[config.mk]
export PLATFORM = sky130hd
export DESIGN_NAME = ifu_lsu_mem_arbiter
export DESIGN_NICKNAME = d
export VERILOG_FILES = /design/src/rtl/ifu_lsu_mem_arbiter.sv
export SDC_FILE = /design/constraint.sdc
export NUM_CORES = 1
export LEC_CHECK = 0
export ABC_AREA = 0
export BUFFER_PORTS_ARGS = -buffer_cell sky130_fd_sc_hd__buf_2
export CAP_MARGIN = 30
export CORE_AREA = 2 2 110 112
export DETAILED_ROUTE_END_ITERATION = 6
export DIE_AREA = 0 0 112 114
export PLACE_DENSITY_LB_ADDON = 0.12
export SLEW_MARGIN = 20
export SYNTH_ARGS = -nofsm -noshare
export SYNTH_HDL_FRONTEND = slang
export SYNTH_SLANG_ARGS = --single-unit
[constraint.sdc]
create_clock -name clk -period 1.7 [get_ports clk]
set_input_delay 0.085 -clock clk [delete_from_list [all_inputs] [get_ports clk]]
set_output_delay 0.085 -clock clk [all_outputs]
set_load 0.02 [all_outputs]
[src/rtl/ifu_lsu_mem_arbiter.sv]
// rtl/ifu_lsu_mem_arbiter.sv - IFU/LSU shared memory port arbiter with response watchdog
module ifu_lsu_mem_arbiter #(
    parameter int ADDR_W  = 32,
    parameter int DATA_W  = 32,
    parameter int TIMEOUT = 255
) (
    input  logic                clk,
    input  logic                rst,

    input  logic                ifu_req_valid,
    output logic                ifu_req_ready,
    input  logic [ADDR_W-1:0]   ifu_req_addr,
    output logic                ifu_resp_valid,
    output logic [DATA_W-1:0]   ifu_resp_data,
    output logic                ifu_resp_err,

    input  logic                lsu_req_valid,
    output logic                lsu_req_ready,
    input  logic [ADDR_W-1:0]   lsu_req_addr,
    input  logic                lsu_req_wen,
    input  logic [DATA_W-1:0]   lsu_req_wdata,
    input  logic [DATA_W/8-1:0] lsu_req_wmask,
    output logic                lsu_resp_valid,
    output logic [DATA_W-1:0]   lsu_resp_rdata,
    output logic                lsu_resp_err,

    output logic                mem_req_valid,
    input  logic                mem_req_ready,
    output logic [ADDR_W-1:0]   mem_req_addr,
    output logic                mem_req_wen,
    output logic [DATA_W-1:0]   mem_req_wdata,
    output logic [DATA_W/8-1:0] mem_req_wmask,
    input  logic                mem_resp_valid,
    input  logic [DATA_W-1:0]   mem_resp_rdata,
    input  logic                mem_resp_err,

    output logic                busy
);

    localparam int MASK_W = DATA_W / 8;
    localparam int CNT_W  = (TIMEOUT > 1) ? $clog2(TIMEOUT) : 1;
    localparam logic [CNT_W-1:0] CNT_LAST = (TIMEOUT > 0) ? CNT_W'(TIMEOUT - 1) : '0;

    localparam logic OWN_IFU = 1'b0;
    localparam logic OWN_LSU = 1'b1;

    typedef enum logic [1:0] {
        S_IDLE,
        S_REQ,
        S_RESP
    } state_t;

    state_t           state_q;
    state_t           state_d;
    logic             owner_q;
    logic             last_owner_q;
    logic [CNT_W-1:0] wd_cnt_q;

    logic             grant_ifu;
    logic             grant_lsu;
    logic             resp_hit;
    logic             timeout_hit;
    logic             resp_done;
    logic [DATA_W-1:0] resp_data;
    logic             resp_err;

    // State register; reset abandons any in-flight transaction
    always_ff @(posedge clk) begin
        if (rst) begin
            state_q <= S_IDLE;
        end else begin
            state_q <= state_d;
        end
    end

    // Next state, round-robin grant and response routing
    always_comb begin
        state_d        = state_q;
        grant_ifu      = 1'b0;
        grant_lsu      = 1'b0;
        resp_hit       = 1'b0;
        timeout_hit    = 1'b0;
        case (state_q)
            S_IDLE: begin
                if (!rst) begin
                    // IFU wins a tie unless it owned the previous transaction
                    grant_ifu = ifu_req_valid && (!lsu_req_valid || (last_owner_q == OWN_LSU));
                    grant_lsu = lsu_req_valid && !grant_ifu;
                    if (grant_ifu || grant_lsu) begin
                        state_d = S_REQ;
                    end
                end
            end
            S_REQ: begin
                if (mem_req_ready) begin
                    state_d = S_RESP;
                end
            end
            S_RESP: begin
                if (!rst) begin
                    // A real response in the expiry cycle takes priority over the timeout
                    resp_hit    = mem_resp_valid;
                    timeout_hit = (TIMEOUT != 0) && !mem_resp_valid && (wd_cnt_q == CNT_LAST);
                    if (resp_hit || timeout_hit) begin
                        state_d = S_IDLE;
                    end
                end
            end
            default: begin
                state_d = S_IDLE;
            end
        endcase

        resp_done = resp_hit || timeout_hit;
        resp_data = resp_hit ? mem_resp_rdata : '0;
        resp_err  = resp_hit ? mem_resp_err : 1'b1;

        ifu_req_ready  = grant_ifu;
        lsu_req_ready  = grant_lsu;

        ifu_resp_valid = resp_done && (owner_q == OWN_IFU);
        ifu_resp_data  = ifu_resp_valid ? resp_data : '0;
        ifu_resp_err   = ifu_resp_valid && resp_err;

        lsu_resp_valid = resp_done && (owner_q == OWN_LSU);
        lsu_resp_rdata = lsu_resp_valid ? resp_data : '0;
        lsu_resp_err   = lsu_resp_valid && resp_err;
    end

    // Request latch, ownership tracking and response watchdog counter
    always_ff @(posedge clk) begin
        if (rst) begin
            mem_req_addr  <= '0;
            mem_req_wen   <= 1'b0;
            mem_req_wdata <= '0;
            mem_req_wmask <= '0;
            owner_q       <= OWN_IFU;
            last_owner_q  <= OWN_LSU;
            wd_cnt_q      <= '0;
        end else begin
            if (grant_ifu) begin
                // Fetches are always reads, so the store fields are forced clear
                mem_req_addr  <= ifu_req_addr;
                mem_req_wen   <= 1'b0;
                mem_req_wdata <= '0;
                mem_req_wmask <= {MASK_W{1'b0}};
                owner_q       <= OWN_IFU;
                last_owner_q  <= OWN_IFU;
            end else if (grant_lsu) begin
                mem_req_addr  <= lsu_req_addr;
                mem_req_wen   <= lsu_req_wen;
                mem_req_wdata <= lsu_req_wdata;
                mem_req_wmask <= lsu_req_wmask;
                owner_q       <= OWN_LSU;
                last_owner_q  <= OWN_LSU;
            end

            if ((state_q == S_REQ) && mem_req_ready) begin
                wd_cnt_q <= '0;
            end else if ((state_q == S_RESP) && !resp_done) begin
                wd_cnt_q <= wd_cnt_q + CNT_W'(1);
            end
        end
    end

    assign mem_req_valid = (state_q == S_REQ);
    assign busy          = (state_q != S_IDLE);

endmodule

==> flow_summary.toml, run 1 <==
[run_status]
outcome = "finished with violations"
violations = "negative setup slack"

[cts]
cts_buffers = 9
cts.sinks = 81
cts-htree-levels = 3
clockBufferDepth = 2
clk_pin_slew_ps = 60
clock_latency_ps = 340
cts-root-buf = "clkbuf_16"
cts_tree = "yes"

[pwr]
clkPwrFrac_pct = 40.6
p_leak_uw = 0.00330
p_sw_uw = 1350
combPwrFrac_pct = 19.9
max-vdd-ir-drop_mv = 0.611
p_sw_share_pct = 25.7
seqPwrFrac_pct = 39.5
powerDensity_mw_per_mm2 = 782
p_int_uw = 3920

[timing]
drv_slew = 0
tightest_slew_ps = 408
setup_tns_ps = -31.5
fin_skew_ps = 4.78
hold_slack_ps = 115
setup_slack_ps = -19.8
slew_headroom_pct = 72.8
rsz0062_at_grt = "yes"
post-route-min-period_ps = 1720
fin_crit_sh_pct = 101
fmaxAchievable_mhz = 581
final_hold_viol_count = 0
finalSetupViolations = 3

[place]
dp.cells = 895
io_buffers = 280
hpwl_um = 8600
place_area_mm2 = 0.00517
place_congestion = 0.760

[global_route]
antenna_found_initial = 0
grt_util_met3_pct = 3.45
grt_use_met2_pct = 35.6
track_usage_pct = 20.0
top_usage_layer = "met2"
overflow = 0
grt_max_degree = 39
gr-usage-met1_pct = 23.4
grt_pass1_vias = 4453
grt_pass1_wl_um = 21000

[worst_setup_path]
crit_chain = "nand2b_4, or3_4, buf_12, nor2_1, buf_4"
crit_start = "state_q[0]$_SDFFE_PP0P_"
end_kind = "output port"
crit_path_max_fanout = 34
timing.rr.end = "mem_req_addr[20]$_SDFFE_PP0P_"
cp.arrival_ps = 1630
cp_top_family = "simple AND/OR/NAND/NOR gates"
r2r_setup_slack_ps = 170
reg2reg_depth = 5
r2r_start = "state_q[1]$_SDFFE_PP0P_"
cp-endpoint = "ifu_resp_data[21]"
cp-start-kind = "flip-flop"
slowest_stage = "dfxtp_2"
crit_buf_inv = 2
worstSetupPathDepth = 5
required_ps = 1620
path_class = "reg -> out"
slowest_delay_ps = 350

[job]
max_cap_violations = 0

[synthesis]
syn-num-nets = 634
synth-main-ff-cell = "dfxtp_1"
synth-seq-area-share_pct = 45.1
async_reset_ff_share_pct = 0
syn_area_mm2 = 0.00359
synth_edf_count = 0
ys_types = 35
yosys_warnings = 0
ys_ff_latch = 81
netlist_instances = 492
postSynthAreaPerCell_um2 = 7.30

[floorplan]
initial_core_util_pct = 30.7
die_h_um = 114
rows = 40
fp.dieW_um = 112
core_area_mm2 = 0.0117
dieArea_mm2 = 0.0128
io_pins = 281

[min_path]
holdCritStartpoint = "ifu_req_valid"
hp-class = "in -> reg"

[cells_and_area]
instances_no_fill = 1015
nNetsFinal = 1006
drive_gt1_share_pct = 41.2
post-route-util_pct = 57.6
postLayoutCellArea_mm2 = 0.00674
synthToLayoutAreaGrowth_pct = 87.6
diodes = 0

[drt]
vias = 4667
viasPerCell = 4.60
drc = 0
drt-initial-drc-count = 265
wl_per_cell_um = 13.1
wl_um = 13300
ant_nets = 0
first_pass_iters = 4
## power by group through the flow
stage          Combinational (uW)  Clock [uW]  Sequential [uW]
3_5_place_dp                  839           0             2120
2_1_floorplan                 327           0             2250
6_report                     1050        2140             2080
3_3_place_gp                  828           0             2120
4_1_cts                      1040        2200             2080
5_1_grt                      1140        2270             2090
## how the worst min path moves through the flow
| stage | to | slack [ps] | depth (start not counted) |
|---|---|---|---|
| 2_1_floorplan | mem_req_addr[0]$_SDFFE_PP0P_ | 180 | 2 |
| 3_3_place_gp | mem_req_addr[3]$_SDFFE_PP0P_ | 270 | 3 |
| 3_5_place_dp | mem_req_addr[8]$_SDFFE_PP0P_ | 270 | 3 |
| 4_1_cts | state_q[0]$_SDFFE_PP0P_ | 100 | 3 |
| 5_1_grt | wd_cnt_q[7]$_SDFFE_PP0P_ | 210 | 3 |
| 6_report | state_q[0]$_SDFFE_PP0P_ | 120 | 3 |
## state kept, by name (all words and copies together) (netlist names)
signal         count
mem_req_addr      32
mem_req_wdata     32
wd_cnt_q           8
mem_req_wmask      4
state_q            2
last_owner_q       1
mem_req_wen        1
owner_q            1
## layer usage
layer,part of all wire [%],wire (um)
met5,0,0
met4,3.1,410
met2,50,6630
met1,42,5570
met3,5.2,690
## logic make-up (layout without fill, tap and decap cells)
group	count (synthesis)	in the layout	synth area share, %
adder cells (fa/ha/maj)	2	2	0.697
AO/OA/AOI/OAI	88	88	17.5
XOR/XNOR	1	1	0.244
buffers and inverters	39	415	5.08
flip-flops	81	81	45.1
AND/OR/NAND/NOR	281	281	31.3
## synthesized netlist by cell type (2+ instances only)
cell type,number,area (um2)
nand2_1,175,657
dfxtp_1,81,1620
nor2_1,78,293
a22oi_1,32,240
clkbuf_1,25,93.8
a21oi_1,24,120
a21oi_2,20,175
buf_2,5,25.0
buf_6,4,45.0
nor3_1,4,20.0
or3_1,4,25.0
inv_1,3,11.3
nand2b_1,3,18.8
nand3_1,3,15.0
nand4_1,3,18.8
o31ai_1,3,22.5
and3_1,2,12.5
ha_1,2,25.0
o21ai_0,2,10.0
o311ai_0,2,17.5
o41ai_1,2,17.5
or2_2,2,12.5
## stage by stage
step,power [uW],worst slack [ps]
after floorplan,2580,187
after detailed placement,2960,212
after global placement,2940,242
after global routing,5500,-65.4
final,5270,-19.8
after CTS,5310,-33.6
## cell usage in the layout, fill, tap and decap left out, types with 6 or more instances in the layout
master / Yosys / layout
buf_4: 0 / 40
dfxtp_1: 81 / 75
dlygate4sd3_1: 0 / 102
a22oi_1: 32 / 32
clkbuf_16: 0 / 9
dfxtp_2: 0 / 6
buf_12: 0 / 6
nand2_1: 175 / 175
nor2_2: 0 / 7
nor2_1: 78 / 71
buf_2: 5 / 245
a21oi_1: 24 / 23
a21oi_2: 20 / 21
## worst reg2reg max path, cell delays in order, from the launching register on
cell,delay (ps)
dfxtp_2,360
or2_2,310
o21ba_2,300
buf_12,180
a22oi_1,180
nand2_1,90
## repair_timing
| action | CTS | global route |
|---|---|---|
| resized for setup | 40 | 26 |
| hold buffers | 102 | 0 |
| endpoints found under the hold margin | 71 | 0 |
| endpoints found under the setup margin | 38 | 88 |
| setup buffers | 1 | 2 |
| pin swaps | 0 | 4 |
## final cells by class
class                           count  area (um2)
Tap cell                          147         184
Timing Repair Buffer              396        2700
Inverter                            4        17.5
Multi-Input combinational cell    372        1880
Sequential cell                    81        1630
Fill cell                        1026        4970
Clock buffer                       13         270
Clock inverter                      2        60.1
(Power assumes the default switching activity.)
==> run 2, diff against run 1 <==
Settings changed: BUFFER_PORTS_ARGS -buffer_cell sky130_fd_sc_hd__buf_2 to not set, CORE_AREA 2 2 110 112 to 2 2 107 109, DIE_AREA 0 0 112 114 to 0 0 109 111, DONT_BUFFER_PORTS set to 1.
==> run 2 against run 1 <==
  * Combinational power is 40% lower
  * Via count shrank 14%
  * Core utilization decreased by 6.0 points
  * The flow still finishes with violations (negative setup slack)
  * Critical path type unchanged
  * Worst setup slack worse by 1.7 ps
  * First-iteration DRC count decreased by 21%
  * Sequential power grew 8%
  * Highest routed layer unchanged
  * Sequential share of layout area increased by 4.3 points
  * Power down 9.0%
==> flow_summary.toml, run 2 (synthesis results as in run 1) <==
[run_status]
outcome = "finished with violations"
violations = "negative setup slack"

[cells_and_area]
drive_gt1_share_pct = 20.8
diodes = 0
postLayoutCellArea_mm2 = 0.00571
synthToLayoutAreaGrowth_pct = 59.0
post-route-util_pct = 51.6
instances_no_fill = 802
nNetsFinal = 796
layout_commonest_cell = "nand2_1"
final_cell_mix = "175 x nand2_1, 104 x dlygate4sd3_1, 79 x dfxtp_1, 71 x nor2_1, 71 x buf_4"
top_regs = "mem_req_addr (32), mem_req_wdata (32), wd_cnt_q (8)"

[drt]
vias = 4002
ant_nets = 0
first_pass_iters = 4
drt-initial-drc-count = 210
drc = 0
wl_per_cell_um = 16.0
wl_um = 12800
viasPerCell = 4.99

[floorplan]
core_area_mm2 = 0.0111
dieArea_mm2 = 0.0121
rows = 39
die_h_um = 111
io_pins = 281
fp.dieW_um = 109
initial_core_util_pct = 32.4

[global_route]
grt_pass1_wl_um = 19700
grt_max_degree = 43
track_usage_pct = 20.4
overflow = 0
antenna_found_initial = 0
grt_pass1_vias = 3960

[timing]
tightest_slew_ps = 448
slew_headroom_pct = 69.9
rsz0062_at_grt = "yes"
fmaxAchievable_mhz = 581
fin_skew_ps = 5.82
post-route-min-period_ps = 1720
final_hold_viol_count = 0
finalSetupViolations = 9
setup_tns_ps = -62.0
fin_crit_sh_pct = 101
drv_slew = 0
setup_slack_ps = -21.6

[min_path]
hp-class = "in -> reg"
holdCritStartpoint = "rst"

[worst_setup_path]
r2r_setup_slack_ps = 200
crit_start = "state_q[0]$_SDFFE_PP0P_"
crit_chain = "nand2b_4, or3_4, clkbuf_16, nor2_2, buf_6"
cp.arrival_ps = 1640
end_kind = "output port"
r2r_start = "wd_cnt_q[2]$_SDFFE_PP0P_"
required_ps = 1620
cp-start-kind = "flip-flop"
path_class = "reg -> out"
slowest_delay_ps = 360
crit_path_max_fanout = 17
slowest_stage = "or3_4"

[cts]
clock_latency_ps = 320
clk_pin_slew_ps = 60
clockBufferDepth = 2
cts-htree-levels = 3
cts.sinks = 81
cts_tree = "yes"
cts-root-buf = "clkbuf_16"
cts_buffers = 9

[place]
io_buffers = 0
hpwl_um = 8370
place_area_mm2 = 0.00426
dp.cells = 679
place_congestion = 0.762

[pwr]
p_leak_uw = 0.00235
powerDensity_mw_per_mm2 = 840
max-vdd-ir-drop_mv = 0.632

[job]
max_cap_violations = 0
-- run 2: cell count changes in the layout (fill, tap and decap cells not counted), moves of 4 or more --
cell / change
dfxtp_1: +4
dfxtp_2: -4
buf_2: -245
buf_4: +31
-- run 2: final timing paths --
check	endpoint	cells past startpoint
setup / recovery	ifu_resp_data[30]	5
hold / removal	wd_cnt_q[2]$_SDFFE_PP0P_	2
setup reg to reg	wd_cnt_q[0]$_SDFFE_PP0P_	6
hold reg to reg	wd_cnt_q[5]$_SDFFE_PP0P_	2
-- run 2: timing repair --
action,4_1_cts,5_1_grt
pin swaps,0,1
endpoints found under the setup margin,35,71
endpoints found under the hold margin,74,0
hold buffers,104,0
setup buffers,0,2
resized for setup,4,15
cloned,0,1
-- run 2: per-layer routing --
metal / global-route usage, % / up-vias / share of wire (%)
li1: - / 1928 / -
met1: 24.2 / 1891 / 41
met2: 36.3 / 169 / 51
met3: 4.41 / 14 / 6.3
met4: 5.38 / 0 / 1.5
met5: 0 / - / 0
-- run 2: final cells by class --
type / count / area, um2
multi-input cells: 372 / 1840
inverters: 4 / 15.0
well taps: 143 / 179
flip-flops and latches: 81 / 1620
repair buffers: 186 / 1760
clock inverters: 5 / 55.1
fillers: 1025 / 5370
clock buffers: 11 / 243
-- run 2: where the power goes --
part	leakage (uW)	switching [uW]	internal, uW
clock	0.000142	748	1170
sequential	0.000661	228	2020
combinational	0.00154	309	321
-- run 2: metrics by stage --
stage | setup slack [ps] | hold WS, ps | total power, uW
floorplan | 187 | 184 | 2580
global placement | 219 | 166 | 2690
detailed placement | 147 | 161 | 2700
CTS | -13.9 | 8.33 | 4840
global route | -63.0 | 25.3 | 5030
finish | -21.6 | 23.9 | 4800
-- run 2: critical path: cells and delay by family, from the launching register on --
family	cells	cell delay (ps)
and+or+nand+nor	3	630
DFF	1	350
buffers and inverters	2	330
